File: config.mk
export PLATFORM = sky130hd
export DESIGN_NAME = aes_round_sequencer_flat
export DESIGN_NICKNAME = d
export VERILOG_FILES = /design/src/rtl/aes_round_sequencer_if.sv /design/src/rtl/aes_round_sequencer.sv /design/src/flat_wrapper.sv
export SDC_FILE = /design/constraint.sdc
export NUM_CORES = 2
export LEC_CHECK = 0
export BUFFER_PORTS_ARGS = -buffer_cell sky130_fd_sc_hd__clkbuf_2
export CAP_MARGIN = 10
export CELL_PAD_IN_SITES_DETAIL_PLACEMENT = 1
export CELL_PAD_IN_SITES_GLOBAL_PLACEMENT = 1
export CORE_UTILIZATION = 49
export DETAILED_ROUTE_END_ITERATION = 6
export MAX_ROUTING_LAYER = met4
export PLACE_DENSITY = 0.95
export SYNTH_ARGS = -nofsm -noshare
export SYNTH_HDL_FRONTEND = slang
export SYNTH_SLANG_ARGS = --single-unit
File: constraint.sdc
create_clock -name clk -period 31 [get_ports clk]
set_input_delay 6.2 -clock clk [delete_from_list [all_inputs] [get_ports clk]]
set_output_delay 6.2 -clock clk [all_outputs]
set_load 0.01 [all_outputs]
File: src/rtl/aes_round_sequencer_if.sv
// Bundles the plaintext/key intake, the datapath control and the ciphertext output of aes_round_sequencer.
// The in_key_reuse signal exists only when AES_KEY_REUSE_EN is defined.
interface aes_round_sequencer_if #(
  parameter int DATA_WIDTH = 128,
  parameter int KEY_WIDTH  = 128
);
  logic                  in_valid;
  logic                  in_ready;
  logic [DATA_WIDTH-1:0] in_plaintext;
  logic [KEY_WIDTH-1:0]  in_key;
`ifdef AES_KEY_REUSE_EN
  logic                  in_key_reuse;
`endif
  logic [DATA_WIDTH-1:0] input_vector;
  logic                  FF1_enable_comp;
  logic                  FF2_enable;
  logic                  rounds_MUX1;
  logic                  rounds_MUX2;
  logic [KEY_WIDTH-1:0]  round_key;
  logic [DATA_WIDTH-1:0] cipher_text;
  logic                  out_valid;
  logic                  out_ready;
  logic [DATA_WIDTH-1:0] out_ciphertext;
  logic                  busy;

  modport slave (
    input  in_valid, in_plaintext, in_key,
`ifdef AES_KEY_REUSE_EN
           in_key_reuse,
`endif
           cipher_text, out_ready,
    output in_ready, input_vector, FF1_enable_comp, FF2_enable, rounds_MUX1, rounds_MUX2,
           round_key, out_valid, out_ciphertext, busy
  );

  modport master (
    output in_valid, in_plaintext, in_key,
`ifdef AES_KEY_REUSE_EN
           in_key_reuse,
`endif
           cipher_text, out_ready,
    input  in_ready, input_vector, FF1_enable_comp, FF2_enable, rounds_MUX1, rounds_MUX2,
           round_key, out_valid, out_ciphertext, busy
  );
endinterface

File: src/rtl/aes_round_sequencer.sv
// Control and on-the-fly AES-128 key schedule for an external rounds datapath.
// Optional feature: define AES_KEY_REUSE_EN to let a transaction reuse the previous cipher key.
module aes_round_sequencer #(
  parameter int DATA_WIDTH = 128,
  parameter int KEY_WIDTH  = 128,
  parameter int NUM_ROUNDS = 10
) (
  input  logic                 clk,
  input  logic                 rst_n,
  aes_round_sequencer_if.slave bus
);
  typedef enum logic [2:0] {IDLE, LOAD, ROUND, FINAL, CAPTURE, DONE} state_t;

  state_t                state, state_next;
  logic [3:0]            rcnt;
  logic [7:0]            rcon;
  logic [KEY_WIDTH-1:0]  key_reg, key_next;
  logic [DATA_WIDTH-1:0] plain_reg, cipher_reg;
  logic [31:0]           rot_word, sub_word, w0, w1, w2, w3;
  logic                  advancing;
`ifdef AES_KEY_REUSE_EN
  logic [KEY_WIDTH-1:0]  prev_key;
`endif

  function automatic logic [7:0] gf_mul(input logic [7:0] a, input logic [7:0] b);
    logic [7:0] p;
    logic [7:0] aa;
    p  = 8'h00;
    aa = a;
    for (int i = 0; i < 8; i++) begin
      if (b[i]) p = p ^ aa;
      aa = {aa[6:0], 1'b0} ^ (aa[7] ? 8'h1b : 8'h00);
    end
    return p;
  endfunction

  // S-box as GF(2^8) inverse (x^254, zero maps to zero) followed by the affine map.
  function automatic logic [7:0] sbox(input logic [7:0] x);
    logic [7:0] t;
    logic [7:0] inv;
    t   = x;
    inv = 8'h01;
    for (int i = 1; i < 8; i++) begin
      t   = gf_mul(t, t);
      inv = gf_mul(inv, t);
    end
    return inv ^ {inv[6:0], inv[7]} ^ {inv[5:0], inv[7:6]} ^ {inv[4:0], inv[7:5]}
               ^ {inv[3:0], inv[7:4]} ^ 8'h63;
  endfunction

  always_comb begin
    sub_word = '0;
    rot_word = {key_reg[23:0], key_reg[31:24]};
    for (int i = 0; i < 4; i++) begin
      sub_word[8*i +: 8] = sbox(rot_word[8*i +: 8]);
    end
    w0       = key_reg[127:96] ^ sub_word ^ {rcon, 24'h000000};
    w1       = key_reg[95:64] ^ w0;
    w2       = key_reg[63:32] ^ w1;
    w3       = key_reg[31:0] ^ w2;
    key_next = {w0, w1, w2, w3};
  end

  // The key schedule stops at K10 so FINAL keeps presenting the last round key.
  always_ff @(posedge clk) begin
    if (!rst_n) begin
      state      <= IDLE;
      rcnt       <= '0;
      rcon       <= '0;
      key_reg    <= '0;
      plain_reg  <= '0;
      cipher_reg <= '0;
`ifdef AES_KEY_REUSE_EN
      prev_key   <= '0;
`endif
    end else begin
      state <= state_next;
      case (state)
        IDLE: begin
          rcnt <= '0;
          if (bus.in_valid) begin
            plain_reg <= bus.in_plaintext;
            rcon      <= 8'h01;
`ifdef AES_KEY_REUSE_EN
            if (bus.in_key_reuse) begin
              key_reg <= prev_key;
            end else begin
              key_reg  <= bus.in_key;
              prev_key <= bus.in_key;
            end
`else
            key_reg <= bus.in_key;
`endif
          end
        end
        LOAD, ROUND: begin
          key_reg <= key_next;
          rcon    <= {rcon[6:0], 1'b0} ^ (rcon[7] ? 8'h1b : 8'h00);
          if (rcnt < 4'(NUM_ROUNDS)) rcnt <= rcnt + 4'd1;
        end
        CAPTURE: cipher_reg <= bus.cipher_text;
        default: ;
      endcase
    end
  end

  always_comb begin
    state_next = state;
    advancing  = 1'b0;
    case (state)
      IDLE:    if (bus.in_valid) state_next = LOAD;
      LOAD:    begin advancing = 1'b1; state_next = ROUND; end
      ROUND: begin
        advancing = 1'b1;
        if (rcnt == 4'(NUM_ROUNDS - 1)) state_next = FINAL;
      end
      FINAL:   begin advancing = 1'b1; state_next = CAPTURE; end
      CAPTURE: state_next = DONE;
      DONE:    if (bus.out_ready) state_next = IDLE;
      default: state_next = IDLE;
    endcase
    bus.in_ready        = rst_n && (state == IDLE);
    bus.busy            = (state != IDLE);
    bus.out_valid       = (state == DONE);
    bus.FF2_enable      = advancing;
    bus.FF1_enable_comp = !advancing;
    bus.rounds_MUX1     = (state == LOAD);
    bus.rounds_MUX2     = (state == FINAL);
    bus.round_key       = key_reg;
    bus.input_vector    = plain_reg;
    bus.out_ciphertext  = cipher_reg;
  end
endmodule
File: src/flat_wrapper.sv
// flat-port wrapper written by rule: the top's interface ports become plain ports
module aes_round_sequencer_flat 
#(
  parameter int DATA_WIDTH = 128,
  parameter int KEY_WIDTH  = 128,
  parameter int NUM_ROUNDS = 10
)
  (clk, rst_n, bus_in_valid, bus_in_plaintext, bus_in_key, bus_cipher_text, bus_out_ready, bus_in_ready, bus_input_vector, bus_FF1_enable_comp, bus_FF2_enable, bus_rounds_MUX1, bus_rounds_MUX2, bus_round_key, bus_out_valid, bus_out_ciphertext, bus_busy);
  aes_round_sequencer_if #(.DATA_WIDTH(DATA_WIDTH), .KEY_WIDTH(KEY_WIDTH)) bus_i ();
  input  logic clk;
  input  logic rst_n;
  input wire logic [$bits(bus_i.in_valid)-1:0] bus_in_valid;
  input wire logic [$bits(bus_i.in_plaintext)-1:0] bus_in_plaintext;
  input wire logic [$bits(bus_i.in_key)-1:0] bus_in_key;
  input wire logic [$bits(bus_i.cipher_text)-1:0] bus_cipher_text;
  input wire logic [$bits(bus_i.out_ready)-1:0] bus_out_ready;
  output wire logic [$bits(bus_i.in_ready)-1:0] bus_in_ready;
  output wire logic [$bits(bus_i.input_vector)-1:0] bus_input_vector;
  output wire logic [$bits(bus_i.FF1_enable_comp)-1:0] bus_FF1_enable_comp;
  output wire logic [$bits(bus_i.FF2_enable)-1:0] bus_FF2_enable;
  output wire logic [$bits(bus_i.rounds_MUX1)-1:0] bus_rounds_MUX1;
  output wire logic [$bits(bus_i.rounds_MUX2)-1:0] bus_rounds_MUX2;
  output wire logic [$bits(bus_i.round_key)-1:0] bus_round_key;
  output wire logic [$bits(bus_i.out_valid)-1:0] bus_out_valid;
  output wire logic [$bits(bus_i.out_ciphertext)-1:0] bus_out_ciphertext;
  output wire logic [$bits(bus_i.busy)-1:0] bus_busy;
  assign bus_i.in_valid = bus_in_valid;
  assign bus_i.in_plaintext = bus_in_plaintext;
  assign bus_i.in_key = bus_in_key;
  assign bus_i.cipher_text = bus_cipher_text;
  assign bus_i.out_ready = bus_out_ready;
  assign bus_in_ready = bus_i.in_ready;
  assign bus_input_vector = bus_i.input_vector;
  assign bus_FF1_enable_comp = bus_i.FF1_enable_comp;
  assign bus_FF2_enable = bus_i.FF2_enable;
  assign bus_rounds_MUX1 = bus_i.rounds_MUX1;
  assign bus_rounds_MUX2 = bus_i.rounds_MUX2;
  assign bus_round_key = bus_i.round_key;
  assign bus_out_valid = bus_i.out_valid;
  assign bus_out_ciphertext = bus_i.out_ciphertext;
  assign bus_busy = bus_i.busy;
  aes_round_sequencer #(.DATA_WIDTH(DATA_WIDTH), .KEY_WIDTH(KEY_WIDTH), .NUM_ROUNDS(NUM_ROUNDS)) u_core (.clk(clk), .rst_n(rst_n), .bus(bus_i));
endmodule
==> out/qor.json <==
{
  "layout.area.seq_um2": 7988,
  "global_route.usage.total": 0.4510,
  "placement_rows": 140,
  "ys_seq_elements": 399,
  "fraction_of_the_yosys_area_taken_by_sequential_cells": 0.1102,
  "syn_avg_cell_area_um2": 7.570,
  "cts_made_buffers": 46,
  "firstDrtPassIters": 7,
  "cts_buffer_depth": 3,
  "rr_startpoint": "u_core.bus.round_key[23]",
  "timing.critical_path.fanout_max": 29,
  "hpwl_um": 264900,
  "io-pin-count": 779,
  "grt_overflow": 0,
  "drt_iter0_markers": 8447,
  "layout-area-overhead-vs-synth_pct": 10.16,
  "netlist-cell-type-count": 131,
  "commonest_non_fill_non_tap_cell_in_the_layout": "sky130_fd_sc_hd__xnor2_1",
  "timing.critical_path.slowest_cell_delay_ps": 900,
  "die_height_um": 386.6,
  "vias_per_cell": 6.455,
  "wirelength_per_cell_um": 28.63,
  "yosys_warnings": 0,
  "synth-async-reset-ratio": 0,
  "grt_first_pass_wirelength_um": 507100,
  "route.antenna.remaining_nets": 0,
  "post-cts-setup-buffer-count": 0,
  "syn_nets": 9981,
  "hold_end": "u_core.bus.out_ciphertext[118]",
  "fin_tns_setup_ps": 0,
  "critPathSlowestCell": "sky130_fd_sc_hd__xnor3_1",
  "die_width_um": 386.6,
  "crit-reg2reg-capture": "u_core.bus.round_key[29]",
  "via_count_of_the_first_global_routing_pass": 78100,
  "cp.required_ps": 31570,
  "finClkSkew_ps": 28.78,
  "ff2ff_setup_slack_ps": 8730,
  "maximum_level_of_the_cts_h_tree": 2,
  "most-common-layout-cells": "sky130_fd_sc_hd__xnor2_1 (1576), sky130_fd_sc_hd__nand2_1 (1385), sky130_fd_sc_hd__nor2_1 (1165), sky130_fd_sc_hd__a21oi_1 (792), sky130_fd_sc_hd__clkbuf_2 (778)",
  "violations": "design-rule violations",
  "finish.cell_count_without_fillers": 11970,
  "max_cap_violations": 0,
  "critPathBufInv": 3,
  "drt_wl_total_um": 342800,
  "max_slew.worst_pin.slew_ps": 1283,
  "min_from": "u_core.bus.out_ciphertext[118]",
  "quantity_of_i_o_buffers_inserted_on_ports": 778,
  "synth_edf_count": 0,
  "mappedNetlistArea_um2": 72460,
  "syn_inst": 9572,
  "cts_root_buffer": "sky130_fd_sc_hd__clkbuf_16",
  "nets": 10410,
  "hold-path-cell-count": 2,
  "initial_core_util": 0.4954,
  "crit_path_end_kind": "register",
  "num-fill-cells": 18430,
  "timing.final.hold_violations": 0,
  "coreArea_um2": 146300,
  "gp_congestion": 1.261,
  "vias": 77290,
  "period_needed_ps": 22270,
  "grt_setup_unrepaired": "no",
  "largest_net_degree_at_the_start_of_global_routing": 92,
  "timing.slew.headroom": 0.1416,
  "number_of_cells_on_the_worst_reg_to_reg_path": 58,
  "critical-path-top-delay-family": "XOR/XNOR gates",
  "critPathLaunchType": "register",
  "fin_worst_hold_slack_ps": 454.4,
  "cts_hold_buffers": 0,
  "criticalPathCategory": "register to register",
  "crit_arrival_ps": 22830,
  "timing_max_transition_violations_final": 0,
  "cts_repair_resize_count": 0,
  "crit_path_frequent_cell": "sky130_fd_sc_hd__xnor3_1",
  "insertion_delay_ps": 620,
  "number_of_antenna_violations_at_the_first_check_in_global_routing": 49,
  "cts.reportedPaths.clkPinSlew_ps": 70,
  "hold_path.class": "register to register",
  "min_period_over_period": 0.7183,
  "cts.sink_count": 399,
  "multi_input_area_um2": 61380,
  "setup-violations-final": 0,
  "design.die.area_um2": 149400,
  "placed_cells_incl_taps": 11870,
  "drc": 2,
  "status": "finished, violations left",
  "synth_ff_type": "sky130_fd_sc_hd__dfxtp_1",
  "layout-drive-gt1-share": 0.1546,
  "fmaxAchievable_mhz": 44.91,
  "tritoncts": "built"
}
-- worst max-delay path by stage --
stage / startpoint / end / slack (ps) / cells after the start
final: u_core.bus.round_key[23] / u_core.bus.round_key[29] / 8730 / 58
after detailed placement: u_core.bus.round_key[23] / u_core.bus.round_key[29] / 9330 / 58
after CTS: u_core.bus.round_key[23] / u_core.bus.round_key[29] / 9150 / 58
after global placement: u_core.bus.round_key[23] / u_core.bus.round_key[29] / 10250 / 58
after floorplan: u_core.bus.round_key[16] / u_core.bus.round_key[29] / 14920 / 67
after global routing: u_core.bus.round_key[23] / u_core.bus.round_key[56] / 7570 / 58
-- cell families (layout without fill, tap and decap cells) --
family / after synthesis / in the layout / share of synthesized area
AO/OA/AOI/OAI: 2145 / 2145 / 0.1860
XOR/XNOR: 2622 / 2622 / 0.4173
adder cells (fa/ha/maj): 23 / 23 / 0.003902
buffers and inverters: 778 / 1240 / 0.04886
flip-flops: 399 / 399 / 0.1102
multiplexers: 241 / 241 / 0.03509
other: 0 / 22 / 0
AND/OR/NAND/NOR: 3364 / 3364 / 0.1987
-- worst reg2reg max path: cells and delay by family (launching register included) --
family	cells	cell delay [ps]
compound gates	12	2910
xor+xnor	23	10470
fa+ha+maj	3	1710
buf+inv	3	1020
flops	1	830
mux	2	930
simple gates	15	4350
-- layout make-up --
cell class,instances,area share
Multi-Input combinational cell,8395,0.7689
Inverter,95,0.004561
Sequential cell,399,0.1001
Antenna cell,22,0.0006896
Clock buffer,63,0.01647
Tap cell,1917,0.03005
Clock inverter,21,0.003887
Timing Repair Buffer,1061,0.07539
-- routing by layer --
layer / vias up / global-route usage / routed length, um
li1: 33620 / - / -
met1: 38240 / 0.5555 / 135000
met4: 0 / 0.2030 / 18480
met3: 1068 / 0.1069 / 35240
met2: 4361 / 0.6983 / 154100
met5: - / - / 0
-- Yosys cell counts (69+ instances only) --
cell type / n / area share
sky130_fd_sc_hd__xnor2_1: 1614 / 0.20
sky130_fd_sc_hd__nand2_1: 1386 / 0.072
sky130_fd_sc_hd__nor2_1: 1167 / 0.060
sky130_fd_sc_hd__a21oi_1: 792 / 0.055
sky130_fd_sc_hd__xor2_1: 435 / 0.053
sky130_fd_sc_hd__clkbuf_1: 426 / 0.022
sky130_fd_sc_hd__dfxtp_1: 399 / 0.11
sky130_fd_sc_hd__o21ai_0: 387 / 0.027
sky130_fd_sc_hd__xnor3_1: 325 / 0.10
sky130_fd_sc_hd__mux2i_1: 196 / 0.027
sky130_fd_sc_hd__nand3_1: 186 / 0.013
sky130_fd_sc_hd__nor3_1: 175 / 0.012
sky130_fd_sc_hd__buf_2: 119 / 0.0082
sky130_fd_sc_hd__o22ai_1: 119 / 0.010
sky130_fd_sc_hd__xnor2_2: 99 / 0.022
sky130_fd_sc_hd__a211oi_1: 96 / 0.0099
sky130_fd_sc_hd__a22oi_1: 92 / 0.0095
sky130_fd_sc_hd__o211ai_1: 82 / 0.0085
sky130_fd_sc_hd__inv_1: 78 / 0.0040
sky130_fd_sc_hd__a31oi_1: 76 / 0.0066
sky130_fd_sc_hd__nand2b_1: 69 / 0.0060
-- flip-flops by register name, summed over array words and instances (netlist names) --
register,flops
u_core.state,3
u_core.bus.input_vector,128
u_core.bus.out_ciphertext,128
u_core.bus.round_key,128
u_core.rcon,8
u_core.rcnt,4
-- metrics by stage --
stage	setup WS [ps]	utilization	cell area [um2]
after global routing	7566	0.5457	79820
after CTS	9150	0.5453	79770
final	8734	0.5458	79830
after global placement	10250	0.5342	78140
after detailed placement	9326	0.5342	78140
after floorplan	14920	-	72460
Power is not shown: default switching activity piles up to over one toggle a cycle in this logic, so the estimate is an artifact.
